--- config.mk ---
export PLATFORM = sky130hd
export DESIGN_NAME = video_timing_gen_flat
export DESIGN_NICKNAME = d
export VERILOG_FILES = /design/src/rtl/video_timing_pkg.sv /design/src/rtl/video_timing_gen_if.sv /design/src/rtl/video_timing_gen.sv /design/src/flat_wrapper.sv
export SDC_FILE = /design/constraint.sdc
export NUM_CORES = 1
export LEC_CHECK = 0
export BUFFER_PORTS_ARGS = -buffer_cell sky130_fd_sc_hd__buf_2
export CAP_MARGIN = 15
export CORE_ASPECT_RATIO = 1.75
export CORE_MARGIN = 2
export CORE_UTILIZATION = 25
export CTS_CLUSTER_DIAMETER = 100
export DETAILED_ROUTE_END_ITERATION = 8
export PLACE_DENSITY = 0.37
export SYNTH_ARGS = -nofsm -noshare
export SYNTH_HDL_FRONTEND = slang
export SYNTH_SLANG_ARGS = --single-unit
--- constraint.sdc ---
create_clock -name video_clk -period 2.9 [get_ports video_clk]
set_input_delay 0.435 -clock video_clk [delete_from_list [all_inputs] [get_ports video_clk]]
set_output_delay 0.435 -clock video_clk [all_outputs]
set_load 0.02 [all_outputs]
--- src/rtl/video_timing_pkg.sv ---
// Shared 720p60 raster constants, sync polarities and generator state type.
// Also used by the AXI-Stream-to-video bridge bench.
package video_timing_pkg;

  localparam int VTG_H_ACTIVE = 1280;
  localparam int VTG_H_FP     = 110;
  localparam int VTG_H_SYNC   = 40;
  localparam int VTG_H_BP     = 220;
  localparam int VTG_H_TOTAL  = VTG_H_ACTIVE + VTG_H_FP + VTG_H_SYNC + VTG_H_BP;

  localparam int VTG_V_ACTIVE = 720;
  localparam int VTG_V_FP     = 5;
  localparam int VTG_V_SYNC   = 5;
  localparam int VTG_V_BP     = 20;
  localparam int VTG_V_TOTAL  = VTG_V_ACTIVE + VTG_V_FP + VTG_V_SYNC + VTG_V_BP;

  localparam int VTG_CNT_W = 12;

  localparam bit VTG_HSYNC_POL = 1'b1;
  localparam bit VTG_VSYNC_POL = 1'b1;

  typedef enum logic {
    VTG_HOLD = 1'b0,
    VTG_RUN  = 1'b1
  } vtg_state_e;

endpackage

--- src/rtl/video_timing_gen_if.sv ---
// Raster timing bundle from the generator to the video bridge.
// Every signal is a registered level; there is no valid/ready pair because the raster never stalls.
interface video_timing_gen_if #(
  parameter int CNT_W = 12
);
  logic             hsync;
  logic             vsync;
  logic             active_video;
  logic             fsync;
  logic [CNT_W-1:0] h_pos;
  logic [CNT_W-1:0] v_pos;

  modport master (output hsync, vsync, active_video, fsync, h_pos, v_pos);
  modport slave  (input  hsync, vsync, active_video, fsync, h_pos, v_pos);
endinterface

--- src/rtl/video_timing_gen.sv ---
// Free-running raster timing generator; all outputs registered one cycle behind the counters.
// Optional VTG_GEN_HOLD_EN adds gen_en: the frame in flight completes, then the raster parks at (0,0).
module video_timing_gen
  import video_timing_pkg::*;
#(
  parameter int H_ACTIVE   = VTG_H_ACTIVE,
  parameter int H_FP       = VTG_H_FP,
  parameter int H_SYNC     = VTG_H_SYNC,
  parameter int H_BP       = VTG_H_BP,
  parameter int V_ACTIVE   = VTG_V_ACTIVE,
  parameter int V_FP       = VTG_V_FP,
  parameter int V_SYNC     = VTG_V_SYNC,
  parameter int V_BP       = VTG_V_BP,
  parameter bit HSYNC_POL  = VTG_HSYNC_POL,
  parameter bit VSYNC_POL  = VTG_VSYNC_POL,
  parameter int FSYNC_LINE = V_ACTIVE + V_FP + V_SYNC + V_BP - 1,
  parameter int CNT_W      = VTG_CNT_W
) (
  input  logic               video_clk,
  input  logic               resetn,
`ifdef VTG_GEN_HOLD_EN
  input  logic               gen_en,
  output vtg_state_e         dbg_state,
`endif
  video_timing_gen_if.master vid
);

  localparam int H_TOTAL = H_ACTIVE + H_FP + H_SYNC + H_BP;
  localparam int V_TOTAL = V_ACTIVE + V_FP + V_SYNC + V_BP;

  localparam logic [CNT_W-1:0] CNT_ONE  = CNT_W'(1);
  localparam logic [CNT_W-1:0] H_LAST   = CNT_W'(H_TOTAL - 1);
  localparam logic [CNT_W-1:0] V_LAST   = CNT_W'(V_TOTAL - 1);
  localparam logic [CNT_W-1:0] H_ACT_C  = CNT_W'(H_ACTIVE);
  localparam logic [CNT_W-1:0] V_ACT_C  = CNT_W'(V_ACTIVE);
  localparam logic [CNT_W-1:0] HS_START = CNT_W'(H_ACTIVE + H_FP);
  localparam logic [CNT_W-1:0] HS_END   = CNT_W'(H_ACTIVE + H_FP + H_SYNC);
  localparam logic [CNT_W-1:0] VS_START = CNT_W'(V_ACTIVE + V_FP);
  localparam logic [CNT_W-1:0] VS_END   = CNT_W'(V_ACTIVE + V_FP + V_SYNC);
  localparam logic [CNT_W-1:0] FS_LINE  = CNT_W'(FSYNC_LINE);

  if (H_TOTAL > (1 << CNT_W) || V_TOTAL > (1 << CNT_W)) begin : g_bad_width
    $error("video_timing_gen: H_TOTAL/V_TOTAL do not fit in CNT_W bits");
  end
  if (FSYNC_LINE < 0 || FSYNC_LINE >= V_TOTAL) begin : g_bad_fsync
    $error("video_timing_gen: FSYNC_LINE must lie inside the frame");
  end
  if (H_FP < 1 || H_SYNC < 1 || H_BP < 1 || V_FP < 1 || V_SYNC < 1 || V_BP < 1) begin : g_bad_porch
    $error("video_timing_gen: porch and sync widths must be non-zero");
  end

  logic [CNT_W-1:0] h_cnt;
  logic [CNT_W-1:0] v_cnt;
  logic             count_en;
  logic             frame_end;

  assign frame_end = (h_cnt == H_LAST) && (v_cnt == V_LAST);

`ifdef VTG_GEN_HOLD_EN
  vtg_state_e state;
  vtg_state_e state_nxt;

  always_ff @(posedge video_clk) begin
    if (!resetn) state <= VTG_HOLD;
    else         state <= state_nxt;
  end

  // gen_en is only acted on at the frame wrap, so a mid-frame glitch is ignored.
  always_comb begin
    state_nxt = state;
    count_en  = 1'b0;
    case (state)
      VTG_HOLD: begin
        if (gen_en) begin
          count_en  = 1'b1;
          state_nxt = VTG_RUN;
        end
      end
      VTG_RUN: begin
        count_en = 1'b1;
        if (frame_end && !gen_en) state_nxt = VTG_HOLD;
      end
      default: state_nxt = VTG_HOLD;
    endcase
  end

  assign dbg_state = state;
`else
  assign count_en = 1'b1;
`endif

  always_ff @(posedge video_clk) begin
    if (!resetn) begin
      h_cnt <= '0;
      v_cnt <= '0;
    end else if (count_en) begin
      if (h_cnt == H_LAST) begin
        h_cnt <= '0;
        v_cnt <= (v_cnt == V_LAST) ? '0 : v_cnt + CNT_ONE;
      end else begin
        h_cnt <= h_cnt + CNT_ONE;
      end
    end
  end

  logic             hsync_q;
  logic             vsync_q;
  logic             active_q;
  logic             fsync_q;
  logic [CNT_W-1:0] h_pos_q;
  logic [CNT_W-1:0] v_pos_q;

  // A parked generator presents exactly the reset values.
  always_ff @(posedge video_clk) begin
    if (!resetn || !count_en) begin
      hsync_q  <= ~HSYNC_POL;
      vsync_q  <= ~VSYNC_POL;
      active_q <= 1'b0;
      fsync_q  <= 1'b0;
      h_pos_q  <= '0;
      v_pos_q  <= '0;
    end else begin
      hsync_q  <= (h_cnt >= HS_START && h_cnt < HS_END) ? HSYNC_POL : ~HSYNC_POL;
      vsync_q  <= (v_cnt >= VS_START && v_cnt < VS_END) ? VSYNC_POL : ~VSYNC_POL;
      active_q <= (h_cnt < H_ACT_C) && (v_cnt < V_ACT_C);
      fsync_q  <= (h_cnt == '0) && (v_cnt == FS_LINE);
      h_pos_q  <= h_cnt;
      v_pos_q  <= v_cnt;
    end
  end

  assign vid.hsync        = hsync_q;
  assign vid.vsync        = vsync_q;
  assign vid.active_video = active_q;
  assign vid.fsync        = fsync_q;
  assign vid.h_pos        = h_pos_q;
  assign vid.v_pos        = v_pos_q;

endmodule

--- src/flat_wrapper.sv ---
// flat-port wrapper written by rule: the top's interface ports become plain ports
module video_timing_gen_flat import video_timing_pkg::*;
#(
  parameter int H_ACTIVE   = VTG_H_ACTIVE,
  parameter int H_FP       = VTG_H_FP,
  parameter int H_SYNC     = VTG_H_SYNC,
  parameter int H_BP       = VTG_H_BP,
  parameter int V_ACTIVE   = VTG_V_ACTIVE,
  parameter int V_FP       = VTG_V_FP,
  parameter int V_SYNC     = VTG_V_SYNC,
  parameter int V_BP       = VTG_V_BP,
  parameter bit HSYNC_POL  = VTG_HSYNC_POL,
  parameter bit VSYNC_POL  = VTG_VSYNC_POL,
  parameter int FSYNC_LINE = V_ACTIVE + V_FP + V_SYNC + V_BP - 1,
  parameter int CNT_W      = VTG_CNT_W
)
  (video_clk, resetn, vid_hsync, vid_vsync, vid_active_video, vid_fsync, vid_h_pos, vid_v_pos);
  video_timing_gen_if #(.CNT_W(CNT_W)) vid_i ();
  input  logic video_clk;
  input  logic resetn;
  output wire logic [$bits(vid_i.hsync)-1:0] vid_hsync;
  output wire logic [$bits(vid_i.vsync)-1:0] vid_vsync;
  output wire logic [$bits(vid_i.active_video)-1:0] vid_active_video;
  output wire logic [$bits(vid_i.fsync)-1:0] vid_fsync;
  output wire logic [$bits(vid_i.h_pos)-1:0] vid_h_pos;
  output wire logic [$bits(vid_i.v_pos)-1:0] vid_v_pos;
  assign vid_hsync = vid_i.hsync;
  assign vid_vsync = vid_i.vsync;
  assign vid_active_video = vid_i.active_video;
  assign vid_fsync = vid_i.fsync;
  assign vid_h_pos = vid_i.h_pos;
  assign vid_v_pos = vid_i.v_pos;
  video_timing_gen #(.H_ACTIVE(H_ACTIVE), .H_FP(H_FP), .H_SYNC(H_SYNC), .H_BP(H_BP), .V_ACTIVE(V_ACTIVE), .V_FP(V_FP), .V_SYNC(V_SYNC), .V_BP(V_BP), .HSYNC_POL(HSYNC_POL), .VSYNC_POL(VSYNC_POL), .FSYNC_LINE(FSYNC_LINE), .CNT_W(CNT_W)) u_core (.video_clk(video_clk), .resetn(resetn), .vid(vid_i));
endmodule
==> results of run 1 <==
[report_power, final]
| group | internal, W | leakage, nW | switching (W) |
|---|---|---|---|
| clock network | 0.000345 | 0.0712 | 0.000249 |
| registers | 0.000720 | 0.420 | 0.00000695 |
| logic | 0.0000125 | 0.506 | 0.0000262 |
| total | 0.00108 | 0.997 | 0.000282 |
[final cells by class]
class	instances	area (um2)
clock buffers	8	146
fillers	886	5780
inverters	12	45.0
multi-input cells	152	917
flip-flops and latches	52	1040
well taps	92	115
repair buffers	31	160
[metal layers]
layer,vias to the layer above,share of wire,track usage
met4,0,0.020,0.0523
li1,833,-,-
met2,22,0.59,0.229
met3,6,0.023,0.0267
met5,-,0,0
met1,756,0.36,0.116
[synthesized netlist by cell type (all sizes together), types with 5 or more instances]
library cell and count:
o21ai 7, nand2 18, or3 6, nand3 11
clkbuf 12, dfxtp 52, xnor2 5, nand4 6
inv 12, xor2 5, a21oi 13, and2 14
nor2 20, ha 6
[flip-flops by register name, indices dropped and copies added (netlist names)]
register / flops
u_core.vid.h_pos: 12
u_core.vid.vsync: 1
u_core.vid.fsync: 1
u_core.h_cnt: 12
u_core.vid.active_video: 1
u_core.vid.v_pos: 12
u_core.v_cnt: 12
u_core.vid.hsync: 1
[cell families after synthesis]
kind of cell             synth area share
AND/OR/NAND/NOR                     0.278
flip-flops                          0.502
AO/OA/AOI/OAI                      0.0856
buffers and inverters              0.0567
XOR/XNOR                           0.0422
adder cells (fa/ha/maj)            0.0362
[layout by cell type (no fill, tap or decap), drive strengths merged]
cell type and n:
inv 12, or3 6, nor3 4, or2 1
and4 3, o22ai 4, nor4b 1, or4 3
clkbuf 8, ha 6, and2 14, buf 31
a211oi 3, and3 4, xnor2 5, nand3 11
and4b 1, a22oi 1, nand4 6, nor4 4
o32ai 1, nand2 18, nor2b 1, a21oi 13
dfxtp 52, nor2 20, nand4b 2, a21o 1
xor2 5, nand2b 3, o21ai 7, a31oi 1
nand3b 3
[worst min-delay path, cell delays in order, from the launching register on]
cell	delay, ns
sky130_fd_sc_hd__dfxtp_1	0.34
sky130_fd_sc_hd__nand2_1	0.09
sky130_fd_sc_hd__inv_1	0.04
[path summary, 6_finish.rpt]
check                  start                   to  slack [ns]
max reg2reg  u_core.h_cnt[2]      u_core.v_cnt[7]        0.68
min reg2reg  u_core.v_cnt[6]  u_core.vid.v_pos[6]        0.51
max          u_core.h_cnt[2]      u_core.v_cnt[7]        0.68
min          u_core.v_cnt[6]  u_core.vid.v_pos[6]        0.51
[per-stage QoR]
step	hold slack, ns	area [um2]
2_1_floorplan	0.442	2080
3_3_place_gp	0.483	2280
3_5_place_dp	0.490	2280
4_1_cts	0.507	2420
5_1_grt	0.541	2420
6_report	0.511	2420
==> flow_metrics.tcl, run 1 <==
set metrics [dict create \
    crit_path_max_incr_delay_ns 0.66 \
    placement.io_buffers 29 \
    numCtsBuffers 5 \
    synthFlopType "sky130_fd_sc_hd__dfxtp_1" \
    fp.dieW_um 72.9 \
    rsz0062_at_grt "false" \
    cts.root.buffer_cell "sky130_fd_sc_hd__clkbuf_16" \
    postCtsHoldBufs 0 \
    startpoint_type "register" \
    total_power_per_unit_cell_area_nw_per_um2 561 \
    synth_area_leader_cell "sky130_fd_sc_hd__dfxtp_1" \
    worst_ir_drop_vdd_mv 0.248 \
    cts_tree "built" \
    area_of_the_core_um2 8200 \
    detail-route-antenna-nets 0 \
    h-tree-depth 2 \
    drt-pass1-iter-count 4 \
    post_synthesis_net_count 239 \
    fin_setup_tns_ns 0 \
    post_detailed_routing_wire_length_um 5060 \
    postSynthRegisterBits 52 \
    global_route_wire_length_before_repair_um 8160 \
    path_depth 4 \
    async_s_r_ff_share_synth 0 \
    fin_worst_skew_ns 0.00672 \
    leakage_nw 0.997 \
    yosys_warnings 0 \
    min-delay-path-class "register to register" \
    maxCapViolations 0 \
    worst-endpoint-required_ns 3.12 \
    drt_drc_violations_left 0 \
    ant_cells 0 \
    yosysTopAreaCellShare 0.502 \
    worst-slew-pin-transition_ns 0.438 \
    dieHeight_um 125 \
    floorplan.rows 44 \
    critical_path.endpoint_type "register" \
    detailedPlace.worstSlack_ns 0.670 \
    slowest_cell_on_crit_path "sky130_fd_sc_hd__or4_4" \
    drt-vias-per-instance 4.66 \
    cts.clk_slew.worst_paths_ns 0.06 \
    final-max-slew-violation-count 0 \
    first_iter_violations 66 \
    cts_setup_buffers 0 \
    antenna_found_initial 0 \
    syn-mean-instance-area_um2 8.99 \
    clkLatencyLatePin_ns 0.29 \
    slew-limit-headroom 0.708 \
    stdcell_count 347 \
    layout-area-overhead-vs-synth_pct 16.8 \
    number_of_global_route_vias_before_repair 1605 \
    place.gp.congestion 0.763 \
    worst-path-max-fanout 19 \
    worstPathBufferInverterCount 0 \
    synth.top_cells.by_area "sky130_fd_sc_hd__dfxtp_1 50%, sky130_fd_sc_hd__and2_1 4.2%, sky130_fd_sc_hd__ha_1 3.6%" \
    post-route-worst-setup-slack_ns 0.682 \
    min_delay_path_depth 2 \
    cts_buffer_depth 2 \
    post_drt_wl_per_cell_um 14.6 \
    cts_num_sinks 52 \
    post_synth_num_cell_types 35 \
    fin_nets 262 \
    seq_area_frac_synth 0.502 \
    numPlacedInstances 339 \
    dp_hpwl_um 3660 \
    gr-total-overflow 0 \
    starting_density 0.253 \
    dieArea_um2 9080 \
    path_common_cell "sky130_fd_sc_hd__or4_4" \
    post-layout-total-power_w 0.00136 \
    worst-r2r-cell-count 4 \
    pin_count 30 \
    timing.fmax_ghz 0.451 \
    syn-instance-count 231 \
    crit_path_cell_trace "or4_4, or4_4, or3_1, a21oi_1" \
    critPathArrivalTime_ns 2.43 \
    grt_max_degree 20 \
    run_status "finished, final reports clean" \
    timing_hold_violations_final 0 \
    setup_viol 0 \
    cts_resized 0 \
    crit_type "register to register" \
    finalWorstPathRequiredPeriod_ns 2.22 \
    groute.usage.overall 0.120 \
    netlist_area_um2 2080 \
    cpLargestDelayFamily "simple AND/OR/NAND/NOR gates" \
    layout-drive-gt1-share 0.157 \
    finish.utilization 0.296 \
    finalCritPeriodShare 0.765 \
    number_of_enable_flip_flop_cells_after_synthesis 0 \
    routed-via-count 1617 \
]
Note: power is estimated with default switching activity, not from simulation.
==> inputs of run 2 (changes only) <==
- PLACE_DENSITY: 0.37 -> 0.39
- clock period: 2.9 -> 1.8 ns (I/O delays scaled with it)
==> flow_metrics.tcl, run 2 (same netlist as run 1, synthesis figures left out) <==
set metrics [dict create \
    critical_path.endpoint_type "register" \
    leakage_nw 1.19 \
    postCtsHoldBufs 0 \
    worst-endpoint-required_ns 2.03 \
    timing.fmax_ghz 0.532 \
    fp.dieW_um 72.9 \
    drt-vias-per-instance 4.74 \
    slowest_cell_on_crit_path "sky130_fd_sc_hd__or4_4" \
    post_dp_cell_area_um2 2580 \
    groute.usage.overall 0.137 \
    cts.clk_slew.worst_paths_ns 0.07 \
    cts_num_sinks 52 \
    hold_path.startpoint "resetn" \
    pin_count 30 \
    dieArea_um2 9080 \
    regToRegEndpoint "u_core.v_cnt[5]" \
    gr-total-overflow 0 \
    drt-pass1-iter-count 5 \
    global_route_wire_length_before_repair_um 9300 \
    detail-route-antenna-nets 0 \
    final_instance_area_um2 2780 \
    worst-r2r-cell-count 4 \
    slew-limit-headroom 0.742 \
    finalCritPeriodShare 1.04 \
    drt_drc_violations_left 0 \
    worst_ir_drop_vdd_mv 0.359 \
    r2r-start "u_core.h_cnt[8]" \
    setup_viol 11 \
    min_delay_path_depth 3 \
    number_of_global_route_vias_before_repair 1833 \
    layout.area.seq_um2 1040 \
    cts.root.buffer_cell "sky130_fd_sc_hd__clkbuf_16" \
    final-max-slew-violation-count 0 \
    place.gp.congestion 0.782 \
    first_iter_violations 62 \
    routed-via-count 1816 \
    post-route-worst-setup-slack_ns -0.0784 \
    failed_checks "negative setup slack" \
    route.top_layer_used "met4" \
    post_drt_wl_per_cell_um 15.2 \
    dp_hpwl_um 4360 \
    crit_type "register to register" \
    route.layer.met1.wl_um 2110 \
    numCtsBuffers 5 \
    min-delay-path-class "primary input to register" \
    layout-drive-gt1-share 0.320 \
    fin_worst_hold_slack_ns 0.383 \
    clkLatencyLatePin_ns 0.29 \
    ant_cells 0 \
    worst-path-max-fanout 7 \
    total_power_per_unit_cell_area_nw_per_um2 786 \
    area_of_the_core_um2 8200 \
    run_status "complete, but fails checks" \
    dieHeight_um 125 \
    crit_path_cell_trace "or4_4, or4_4, or3_1, a21oi_2" \
    path_common_cell "sky130_fd_sc_hd__or4_4" \
    fin_worst_skew_ns 0.00576 \
    layout-area-overhead-vs-synth_pct 33.8 \
    fin_nets 299 \
    finalWorstPathRequiredPeriod_ns 1.88 \
    r2r_slack_ns -0.08 \
    antenna_found_initial 0 \
    rsz0062_at_grt "true" \
    floorplan.rows 44 \
    h-tree-depth 2 \
    maxCapViolations 0 \
    crit_path_max_incr_delay_ns 0.54 \
    mostFrequentLayoutCells "51 x sky130_fd_sc_hd__dfxtp_1, 37 x sky130_fd_sc_hd__buf_4, 29 x sky130_fd_sc_hd__buf_2" \
    detailedPlace.worstSlack_ns -0.134 \
    end_of_the_worst_hold_path "u_core.vid.v_pos[3]" \
    detailed_route_wirelength_on_metal3_um 140 \
    fin_setup_tns_ns -0.424 \
    placement.io_buffers 29 \
    mostFrequentLayoutCell "sky130_fd_sc_hd__dfxtp_1" \
    grt_max_degree 17 \
    timing_hold_violations_final 0 \
    met2WireLength_um 3470 \
    layout.filler_cells 882 \
    multi_input_area_um2 1010 \
    starting_density 0.253 \
    critPathArrivalTime_ns 2.10 \
    post_detailed_routing_wire_length_um 5820 \
    worst-slew-pin-transition_ns 0.387 \
    startpoint_type "register" \
    cts_buffer_depth 2 \
    cts_tree "built" \
]
-- run 2: cell types whose count changed in the layout (fill, tap and decap cells not counted), sizes merged --
cell / change
buf: +36
clkbuf: -2
or4: +1
clkinv: +1
-- run 2: layout make-up --
type | instances | share of cell area
Clock buffer | 6 | 0.0464
Clock inverter | 1 | 0.00180
Inverter | 12 | 0.0162
Multi-Input combinational cell | 153 | 0.363
Sequential cell | 52 | 0.375
Tap cell | 92 | 0.0414
Timing Repair Buffer | 67 | 0.156
-- run 2: layer usage --
metal	vias up	track usage
met5	-	0
met4	0	0.0490
met3	6	0.0291
met2	29	0.264
met1	874	0.137
li1	907	-
-- run 2: timing repair --
item | CTS | global route
setup buffers | 1 | 0
cloned | 1 | 0
setup endpoints to repair | 23 | 23
gates resized for setup | 11 | 7
pin swaps | 2 | 3
-- run 2: power by group --
group          internal [W]  switching, W  total (W)
combinational     0.0000361     0.0000566  0.0000927
sequential          0.00116    0.00000445    0.00116
clock              0.000507      0.000419   0.000925
total               0.00170      0.000480    0.00218
-- run 2: worst max path at each step --
stage	start	end	depth (start not counted)
floorplan	u_core.h_cnt[3]	u_core.v_cnt[5]	6
global placement	u_core.h_cnt[8]	u_core.v_cnt[5]	4
detailed placement	u_core.h_cnt[8]	u_core.v_cnt[5]	4
CTS	u_core.h_cnt[8]	u_core.v_cnt[11]	4
global route	u_core.h_cnt[8]	u_core.v_cnt[11]	4
finish	u_core.h_cnt[8]	u_core.v_cnt[5]	4
-- run 2: per-stage QoR --
step           instances  power, W   util
2_1_floorplan        231   0.00124      -
6_report             383   0.00218  0.339
4_1_cts              384   0.00221  0.338
3_5_place_dp         375   0.00129  0.315
5_1_grt              383   0.00226  0.339
3_3_place_gp         375   0.00129  0.315
-- run 2: worst max-delay path, delay by kind of cell, from the launching register on --
kind               cells  cell delay [ns]
and+or+nand+nor        3             1.37
DFF                    1             0.32
AOI/OAI and AO/OA      1             0.12
==> inputs of run 3 (changes only) <==
- SETUP_SLACK_MARGIN: default -> 0.2
==> flow_metrics.tcl, run 3 (same netlist as run 1, synthesis figures left out) <==
set metrics [dict create \
    run_status "complete, but fails checks" \
    failed_checks "negative setup slack" \
    maxCapViolations 0 \
    drt-pass1-iter-count 4 \
    h-tree-depth 2 \
    numPlacedInstances 375 \
    layout-area-overhead-vs-synth_pct 42.5 \
    clockPowerShare 0.418 \
    fin_setup_tns_ns -1.25 \
    antenna_found_initial 0 \
    cts_tree "built" \
    setup_viol 22 \
    cts.root.buffer_cell "sky130_fd_sc_hd__clkbuf_16" \
    post-route-worst-setup-slack_ns -0.0835 \
    groute.usage.overall 0.138 \
    drt-vias-per-instance 4.73 \
    end_of_the_worst_hold_path "u_core.vid.v_pos[3]" \
    hold_path.startpoint "resetn" \
    fin_worst_hold_slack_ns 0.384 \
    finalCritPeriodShare 1.05 \
    crit_path_max_incr_delay_ns 0.54 \
    fin_worst_skew_ns 0.00526 \
    pin_count 30 \
    path_common_cell "sky130_fd_sc_hd__or4_4" \
    rsz0062_at_grt "true" \
    combinational_group_share_of_total_power 0.056 \
    seqPwrFrac 0.526 \
    finalWorstPathRequiredPeriod_ns 1.88 \
    min_delay_path_depth 3 \
    cts_num_sinks 52 \
    critPathArrivalTime_ns 2.07 \
    total_power_per_unit_cell_area_nw_per_um2 748 \
    gr-total-overflow 0 \
    post_detailed_routing_wire_length_um 5960 \
    cts_buffer_depth 2 \
    min-delay-path-class "primary input to register" \
    swShare 0.222 \
    final-max-slew-violation-count 0 \
    startpoint_type "register" \
    dp_hpwl_um 4360 \
    cts.clk_slew.worst_paths_ns 0.07 \
    grt_max_degree 17 \
    ant_cells 0 \
    layout.filler_cells 862 \
    area_of_the_core_um2 8200 \
    crit_path_cell_trace "or4_4, or4_4, nand2_4, buf_6, buf_12, nor2_1" \
    mostFrequentLayoutCells "51 x sky130_fd_sc_hd__dfxtp_1, 40 x sky130_fd_sc_hd__buf_4, 29 x sky130_fd_sc_hd__buf_2" \
    first_iter_violations 46 \
    fin_nets 306 \
    cpLargestDelayFamily "simple AND/OR/NAND/NOR gates" \
    starting_density 0.253 \
    drt_drc_violations_left 0 \
    slowest_cell_on_crit_path "sky130_fd_sc_hd__or4_4" \
    worst-r2r-cell-count 6 \
    dieArea_um2 9080 \
    worst-slew-pin-transition_ns 0.382 \
    place.gp.congestion 0.782 \
    worst-endpoint-required_ns 1.99 \
    crit_type "register to register" \
    regToRegEndpoint "u_core.h_cnt[9]" \
    power.internal_w 0.00172 \
    critical_path.endpoint_type "register" \
    timing.fmax_ghz 0.531 \
    r2r-start "u_core.h_cnt[8]" \
    worst-path-max-fanout 7 \
    post_drt_wl_per_cell_um 15.3 \
    r2r_slack_ns -0.08 \
    slew-limit-headroom 0.745 \
    worst_ir_drop_vdd_mv 0.356 \
    placement.io_buffers 29 \
    fp.dieW_um 72.9 \
    stdcell_count 390 \
    worstPathBufferInverterCount 2 \
    mostFrequentLayoutCell "sky130_fd_sc_hd__dfxtp_1" \
    net-switching-power_w 0.000491 \
    floorplan.rows 44 \
    clkLatencyLatePin_ns 0.29 \
    routed-via-count 1846 \
    numCtsBuffers 5 \
    number_of_global_route_vias_before_repair 1831 \
    leakage_nw 1.23 \
    timing_hold_violations_final 0 \
    detail-route-antenna-nets 0 \
    dieHeight_um 125 \
    layout-drive-gt1-share 0.376 \
    global_route_wire_length_before_repair_um 9360 \
]
-- run 3: cell count changes in the layout (fill, tap and decap cells not counted) --
cell,previous run,this run
sky130_fd_sc_hd__nor2_1,20,9
sky130_fd_sc_hd__nand2_8,1,0
sky130_fd_sc_hd__buf_6,1,2
sky130_fd_sc_hd__ha_2,1,0
sky130_fd_sc_hd__nor2_2,0,2
sky130_fd_sc_hd__buf_16,0,1
sky130_fd_sc_hd__nand2_4,1,2
sky130_fd_sc_hd__and3_1,4,3
sky130_fd_sc_hd__nor2_4,0,9
sky130_fd_sc_hd__buf_12,0,2
sky130_fd_sc_hd__buf_4,37,40
sky130_fd_sc_hd__ha_4,0,1
sky130_fd_sc_hd__and3_4,0,1
-- run 3: worst max-delay path by stage --
stage | start | end | slack (ns) | depth (start not counted)
after floorplan | u_core.h_cnt[3] | u_core.v_cnt[5] | -0.13 | 6
after global placement | u_core.h_cnt[8] | u_core.v_cnt[5] | -0.12 | 4
after detailed placement | u_core.h_cnt[8] | u_core.v_cnt[5] | -0.13 | 4
after CTS | u_core.h_cnt[8] | u_core.v_cnt[11] | -0.08 | 4
after global routing | u_core.h_cnt[8] | u_core.v_cnt[11] | -0.12 | 4
final | u_core.h_cnt[8] | u_core.h_cnt[9] | -0.08 | 6
-- run 3: metal layers --
metal / global-route usage / vias up / wire length, um
met2: 0.267 / 25 / 3570
met3: 0.0291 / 6 / 128
met5: 0 / - / 0
met4: 0.0490 / 0 / 98
met1: 0.138 / 893 / 2170
li1: - / 922 / -
-- run 3: cell type report --
cell class / instances / area [um2] / share of cell area
Clock buffer: 6 / 129 / 0.0436
Clock inverter: 1 / 5.00 / 0.00169
Inverter: 12 / 45.0 / 0.0152
Multi-Input combinational cell: 153 / 1090 / 0.367
Sequential cell: 52 / 1040 / 0.352
Tap cell: 92 / 115 / 0.0389
Timing Repair Buffer: 74 / 536 / 0.181
-- run 3: worst register-to-register path, cell delays in order (launching register included) --
cell and delay [ns]:
sky130_fd_sc_hd__dfxtp_2 0.32, sky130_fd_sc_hd__or4_4 0.54, sky130_fd_sc_hd__or4_4 0.52, sky130_fd_sc_hd__nand2_4 0.13, sky130_fd_sc_hd__buf_6 0.10, sky130_fd_sc_hd__buf_12 0.13, sky130_fd_sc_hd__nor2_1 0.04
-- run 3: timing repair --
item,in CTS,in global routing
hold buffers,0,0
gates cloned,2,0
endpoints found under the setup margin,25,25
buffers inserted,3,3
gates resized for setup,12,29
pin swaps,4,13
-- run 3: stage by stage --
step,cell area (um2),utilization,power (W),setup WS [ns]
floorplan,2120,-,0.00124,-0.131
global placement,2580,0.315,0.00129,-0.117
detailed placement,2580,0.315,0.00129,-0.134
CTS,2820,0.344,0.00223,-0.0792
global route,2960,0.361,0.00229,-0.121
finish,2960,0.361,0.00221,-0.0835
-- run 3: power groups by stage --
stage | combinational [W] | sequential (W) | clock [W]
global route | 0.000134 | 0.00117 | 0.000995
floorplan | 0.0000443 | 0.00120 | 0
finish | 0.000123 | 0.00117 | 0.000925
CTS | 0.000112 | 0.00117 | 0.000949
global placement | 0.0000950 | 0.00119 | 0
detailed placement | 0.0000950 | 0.00119 | 0
